==> config.mk <==
export PLATFORM = sky130hd
export DESIGN_NAME = rtc_captura_datos
export DESIGN_NICKNAME = d
export VERILOG_FILES = /design/src/rtl/rtc_captura_datos.sv
export SDC_FILE = /design/constraint.sdc
export NUM_CORES = 1
export LEC_CHECK = 0
export BUFFER_PORTS_ARGS = -buffer_cell sky130_fd_sc_hd__buf_2
export CORE_MARGIN = 3
export CORE_UTILIZATION = 35
export DETAILED_ROUTE_END_ITERATION = 10
export GPL_TIMING_DRIVEN = 0
export PLACE_DENSITY_LB_ADDON = 0.05
export SYNTH_ARGS = -nofsm -noshare
export SYNTH_HDL_FRONTEND = slang
export SYNTH_SLANG_ARGS = --single-unit
export TNS_END_PERCENT = 5
==> constraint.sdc <==
create_clock -name clk -period 2.4 [get_ports clk]
set_input_delay 0.24 -clock clk [delete_from_list [all_inputs] [get_ports clk]]
set_output_delay 0.24 -clock clk [all_outputs]
set_load 0.02 [all_outputs]
==> src/rtl/rtc_captura_datos.sv <==
// -----------------------------------------------------------------------------
// rtc_captura_datos
//
// Captures the bytes that the RTC read-cycle controller pulls off the AD bus
// into a nine-field shadow bank. The bytes are indexed by field position:
//   0 seg, 1 min, 2 hora, 3 dia, 4 mes, 5 anio, 6 tseg, 7 tmin, 8 thora.
// When the controller signals the end of the read, all nine fields are
// committed to the display bank in one step. The VGA text path therefore
// never sees digits from two different reads.
//
// Optional feature macro: RTC_BCD_CHECK_EN
//   defined     : each captured byte is range-checked as packed BCD.
//                 err_campo holds the per-field result, and any flagged field
//                 blocks the commit.
//   not defined : every byte is accepted, err_campo is tied to 0, and a
//                 commit only needs all nine fields captured.
//
// Parameters
//   TIMEOUT_CYC : clk cycles allowed from the first capture to fin_lectura
//   ERR_W       : width of the saturating rejected-cycle counter
//
// Ports
//   clk          in   system clock, all logic on posedge
//   reset        in   asynchronous active-low reset (0 = reset)
//   dato_in      in   [7:0]  byte read from the RTC
//   posicion     in   [3:0]  field index 0..8; 9..15 are ignored
//   dato_valido  in   read-data strobe; a capture happens on its rising edge
//   fin_lectura  in   pulse: controller finished the read cycle
//   datos_rtc    out  [71:0] committed bank, field k at [8k+7:8k]
//   nuevo        out  one-cycle pulse when datos_rtc is updated
//   valido       out  high once at least one commit has succeeded
//   err_campo    out  [8:0]  per-field range-error flags
//   cuenta_err   out  [ERR_W-1:0] rejected/aborted cycles, saturating
// -----------------------------------------------------------------------------
module rtc_captura_datos #(
   parameter int TIMEOUT_CYC = 4096,
   parameter int ERR_W       = 8
) (
   input  logic             clk,
   input  logic             reset,
   input  logic [7:0]       dato_in,
   input  logic [3:0]       posicion,
   input  logic             dato_valido,
   input  logic             fin_lectura,
   output logic [71:0]      datos_rtc,
   output logic             nuevo,
   output logic             valido,
   output logic [8:0]       err_campo,
   output logic [ERR_W-1:0] cuenta_err
);

   localparam int TMR_W = (TIMEOUT_CYC > 1) ? $clog2(TIMEOUT_CYC) : 1;
   localparam logic [TMR_W-1:0] TMR_FIN = TMR_W'(TIMEOUT_CYC - 1);

   typedef enum logic [1:0] {IDLE, CAPTURA, COMMIT} estado_t;

   estado_t          estado;
   logic             strobe_q;
   logic [71:0]      shadow;
   logic [8:0]       mask;
   logic [TMR_W-1:0] timer;
   logic [8:0]       cap_sel;
   logic             captura;
   logic             campos_ok;

   function automatic logic [ERR_W-1:0] sat_inc(input logic [ERR_W-1:0] v);
      return (&v) ? v : v + 1'b1;
   endfunction

   // One-hot field select for a capture: only on the rising edge of the
   // strobe, so a strobe held for several cycles captures once. Positions
   // 9..15 select nothing and leave the FSM untouched.
   always_comb begin
      cap_sel = '0;
      for (int k = 0; k < 9; k++)
         cap_sel[k] = dato_valido && !strobe_q && (posicion == 4'(k));
   end

   assign captura = |cap_sel;

`ifdef RTC_BCD_CHECK_EN
   // Packed-BCD range check. Both nibbles must be decimal digits.
   // Comparing the raw bytes is then the same as comparing the decimal values.
   function automatic logic campo_valido(input logic [3:0] pos, input logic [7:0] b);
      logic [7:0] lim_lo;
      logic [7:0] lim_hi;
      lim_lo = 8'h00;
      lim_hi = 8'h99;
      case (pos)
         4'd0, 4'd1, 4'd6, 4'd7: lim_hi = 8'h59;
         4'd2, 4'd8:             lim_hi = 8'h23;
         4'd3: begin
            lim_lo = 8'h01;
            lim_hi = 8'h31;
         end
         4'd4: begin
            lim_lo = 8'h01;
            lim_hi = 8'h12;
         end
         default:                lim_hi = 8'h99;
      endcase
      return (b[7:4] <= 4'd9) && (b[3:0] <= 4'd9) && (b >= lim_lo) && (b <= lim_hi);
   endfunction

   logic [8:0] err_q;

   // Flags are only rewritten when their own field is captured again.
   // After a rejected cycle they therefore still show which fields were bad.
   always_ff @(posedge clk or negedge reset) begin
      if (!reset) begin
         err_q <= '0;
      end else begin
         for (int k = 0; k < 9; k++)
            if (cap_sel[k]) err_q[k] <= !campo_valido(4'(k), dato_in);
      end
   end

   assign err_campo = err_q;
   assign campos_ok = (err_q == 9'd0);
`else
   assign err_campo = 9'd0;
   assign campos_ok = 1'b1;
`endif

   always_ff @(posedge clk or negedge reset) begin
      if (!reset) begin
         estado     <= IDLE;
         strobe_q   <= 1'b0;
         shadow     <= '0;
         mask       <= '0;
         timer      <= '0;
         datos_rtc  <= '0;
         nuevo      <= 1'b0;
         valido     <= 1'b0;
         cuenta_err <= '0;
      end else begin
         strobe_q <= dato_valido;
         nuevo    <= 1'b0;

         for (int k = 0; k < 9; k++)
            if (cap_sel[k]) shadow[8*k +: 8] <= dato_in;

         case (estado)
            IDLE: begin
               if (captura) begin
                  estado <= CAPTURA;
                  mask   <= cap_sel;
                  timer  <= '0;
               end
            end

            CAPTURA: begin
               // A capture that coincides with fin_lectura lands in the mask.
               // The COMMIT check sees it.
               mask  <= mask | cap_sel;
               timer <= timer + 1'b1;
               if (fin_lectura) begin
                  estado <= COMMIT;
               end else if (timer == TMR_FIN) begin
                  estado     <= IDLE;
                  mask       <= '0;
                  timer      <= '0;
                  cuenta_err <= sat_inc(cuenta_err);
               end
            end

            COMMIT: begin
               if ((mask == 9'h1FF) && campos_ok) begin
                  datos_rtc <= shadow;
                  nuevo     <= 1'b1;
                  valido    <= 1'b1;
               end else begin
                  cuenta_err <= sat_inc(cuenta_err);
               end
               // A capture arriving now starts the next cycle on a clean mask.
               mask   <= cap_sel;
               timer  <= '0;
               estado <= captura ? CAPTURA : IDLE;
            end

            default: begin
               estado <= IDLE;
               mask   <= '0;
               timer  <= '0;
            end
         endcase
      end
   end

endmodule

==> impl_metrics.tcl <==
set metrics [dict create \
    outcome "completed" \
    antenna_left 0 \
    power_leakage_nw 4.45 \
    die_h_um 150 \
    diodes 0 \
    clk_path_buf_depth 2 \
    remaining_drc_errors 0 \
    maxCapViolCount 0 \
    post-place-ws_ns -0.110 \
    drive_above_1_share_pct 48.6 \
    worstPathCellList "inv_1, ha_1, nand4_1, nor3_4, buf_2, mux2_2" \
    cts_inserted_buffers 17 \
    yosys.cell_types.count 49 \
    rr_endpoint "datos_rtc[29]$_DFFE_PN0P_" \
    dpl_cell_area_mm2 0.00810 \
    first_iter_violations 201 \
    die-area_mm2 0.0224 \
    min-delay-start "dato_in[6]" \
    dpl.hpwl_mm 10.6 \
    slew_headroom_pct 53.0 \
    syn_inst 488 \
    final-setup-viol-count 0 \
    hold_path.class "in -> reg" \
    io_buffers 97 \
    path_clk_slew_ns 0.07 \
    tightest_slew_ns 0.700 \
    synth-edff-count 0 \
    max_freq_mhz 450 \
    grt_antenna_before_repair 0 \
    slew_viol_final 0 \
    irDropWorstVdd_mv 0.489 \
    cts.sinks 178 \
    path_class "reg -> reg" \
    synth_ff_type "dfrtp_1" \
    critPathMaxFanout 10 \
    core_mm2 0.0198 \
    synth.cell_area_mm2 0.00722 \
    fp.dieW_um 150 \
    cp_data_arrival_time_ns 2.53 \
    start_kind "flip-flop" \
    wl_mm 16.1 \
    r2r-start "estado[0]$_DFFE_PN0P_" \
    finalCritPeriodShare_pct 92.6 \
    grt_max_degree 123 \
    r2r_slack_ns 0.18 \
    min_delay_path_depth 2 \
    finalSetupTns_ns 0 \
    synth-seq-cells 178 \
    setup_slack_ns 0.177 \
    endpoint_kind "flip-flop" \
    cts-root-buf "clkbuf_16" \
    rsz0062_at_grt "no" \
    ys_seq_area_share_pct 61.7 \
    ios 107 \
    hold_ws_ns 0.286 \
    finalHoldViolations 0 \
    start_util_pct 36.4 \
    cpPeakStageDelay_ns 0.47 \
    cts_tree "done" \
    critPathSlowestCell "nor3_4" \
    p_per_area_mw_per_mm2 855 \
    final_design_area_no_fill_mm2 0.00869 \
    rows 51 \
    clock_latency_ns 0.43 \
    area_delta_synth_final_pct 20.4 \
    htree_levels 4 \
    avgSynthCellArea_um2 14.8 \
    dr.pass1.iters 4 \
    power.total_mw 7.43 \
    cp.required_ns 2.71 \
    grt_usage_pct 15.0 \
    num_vias 4387 \
    gr-total-overflow 0 \
    grt_pass1_wl_mm 25.4 \
    r2r_cells 6 \
    skew_ns 0.0115 \
    holdPathEnd "shadow[30]$_DFFE_PN0P_" \
    yosysWarnings 0 \
    min_period_ns 2.22 \
    wire_per_inst_um 18.1 \
    finalNetCount 638 \
    ys_async_sr_fraction_pct 100 \
    via_per_inst 4.92 \
    place_congestion 0.768 \
    grt_pass1_vias 4500 \
]
## Yosys cell counts, drive strengths merged, types with 3 or more instances
cell type	number	area [um2]
dfrtp	178	4450
mux2	146	1640
buf	20	129
o21ai	20	100
nand2	16	60.1
a22o	9	78.8
a22oi	9	67.6
nand3	8	40.0
nor3	8	50.1
ha	7	87.6
nor2	7	26.3
inv	6	22.5
nand4	6	50.0
xor2	6	52.6
nor4	5	43.8
clkbuf	4	15.0
nor2b	3	18.8
## power breakdown
| group | total (mW) | internal [mW] | leakage, nW | switching [mW] |
|---|---|---|---|---|
| Clock | 2.67 | 1.47 | 0.269 | 1.20 |
| Combinational | 1.19 | 0.491 | 1.80 | 0.698 |
| Sequential | 3.56 | 3.34 | 2.38 | 0.223 |
## placed cells by master, fill, tap and decap left out, types with 2 or more instances in the layout
cell type | synthesis | layout
nor3_1 | 6 | 6
xor2_1 | 6 | 6
nor4b_2 | 2 | 2
a32o_1 | 2 | 2
buf_4 | 9 | 9
o21ai_0 | 19 | 19
nor3b_2 | 2 | 2
clkbuf_16 | 0 | 17
a22o_1 | 9 | 9
clkbuf_1 | 4 | 5
a22oi_1 | 9 | 9
nand3_1 | 8 | 8
dfrtp_1 | 178 | 178
nor2b_1 | 3 | 3
nand2_1 | 16 | 16
inv_6 | 0 | 5
and3_1 | 2 | 2
nor2_1 | 7 | 7
mux2_2 | 145 | 145
inv_1 | 6 | 6
ha_1 | 7 | 7
nand4_1 | 4 | 4
dlygate4sd3_1 | 0 | 2
nor4_2 | 2 | 2
nand4_2 | 2 | 2
a21oi_1 | 2 | 2
buf_2 | 10 | 106
nor4_1 | 3 | 3
clkinvlp_4 | 0 | 3
conb_1 | 1 | 9
## sequential cells by signal (all words and copies together) (netlist names)
signal and cells:
mask 9, nuevo 1, cuenta_err 8, datos_rtc 72, estado 2, shadow 72, strobe_q 1, timer 12
valido 1
## final cells by class
class	count	area, um2
Buffer	24	144
Tap cell	265	332
Sequential cell	178	4450
Inverter	6	22.5
Multi-Input combinational cell	288	2630
Clock buffer	19	443
Clock inverter	12	121
Fill cell	1873	11200
Timing Repair Buffer	100	543
## layer usage
layer,vias to the layer above,global-route usage [%],part of all wire (%)
met2,94,23.1,47
met4,0,4.49,1.2
li1,2025,-,-
met3,14,4.78,5.8
met1,2254,20.3,46
met5,-,0,0
## what timing repair did
action                                 in CTS  in global routing
gates resized for setup                     1                  0
hold buffers                                2                  0
setup endpoints to repair                  72                  0
buffers inserted                            0                  0
endpoints found under the hold margin      57                  0
## worst max-delay path: cells and delay by family (launching register included)
kind | cells | cell delay [ns]
and+or+nand+nor | 2 | 0.61
buffers and inverters | 2 | 0.48
DFF | 1 | 0.43
muxes | 1 | 0.37
adders and majority gates | 1 | 0.20
## how the worst max path moves through the flow
stage                     cells after the start  slack, ns             startpoint                        end
after global placement                        1      -1.76                  reset   datos_rtc[0]$_DFFE_PN0P_
after global routing                          6       0.02  estado[0]$_DFFE_PN0P_  datos_rtc[54]$_DFFE_PN0P_
after floorplan                               6       0.47   timer[0]$_DFFE_PN0P_  cuenta_err[1]$_DFFE_PN0P_
final                                         6       0.18  estado[0]$_DFFE_PN0P_  datos_rtc[29]$_DFFE_PN0P_
after CTS                                     6       0.11  estado[0]$_DFFE_PN0P_  datos_rtc[29]$_DFFE_PN0P_
after detailed placement                      6      -0.11  estado[0]$_DFFE_PN0P_  datos_rtc[38]$_DFFE_PN0P_
## kinds of logic after synthesis
kind of cell | share of synthesized area (%)
xor gates and xnor gates | 0.850
adders and majority gates | 1.21
buffers and inverters | 2.31
DFF | 61.7
AOI/OAI and AO/OA | 5.31
muxes | 22.8
other | 0.0520
and+or+nand+nor | 5.77
## through the flow
step	cells	utilization (%)
after floorplan	496	-
after detailed placement	859	40.8
final	892	43.8
after global placement	858	40.6
after CTS	892	43.8
after global routing	892	43.8
No activity file was read; power rests on OpenSTA's default activity.
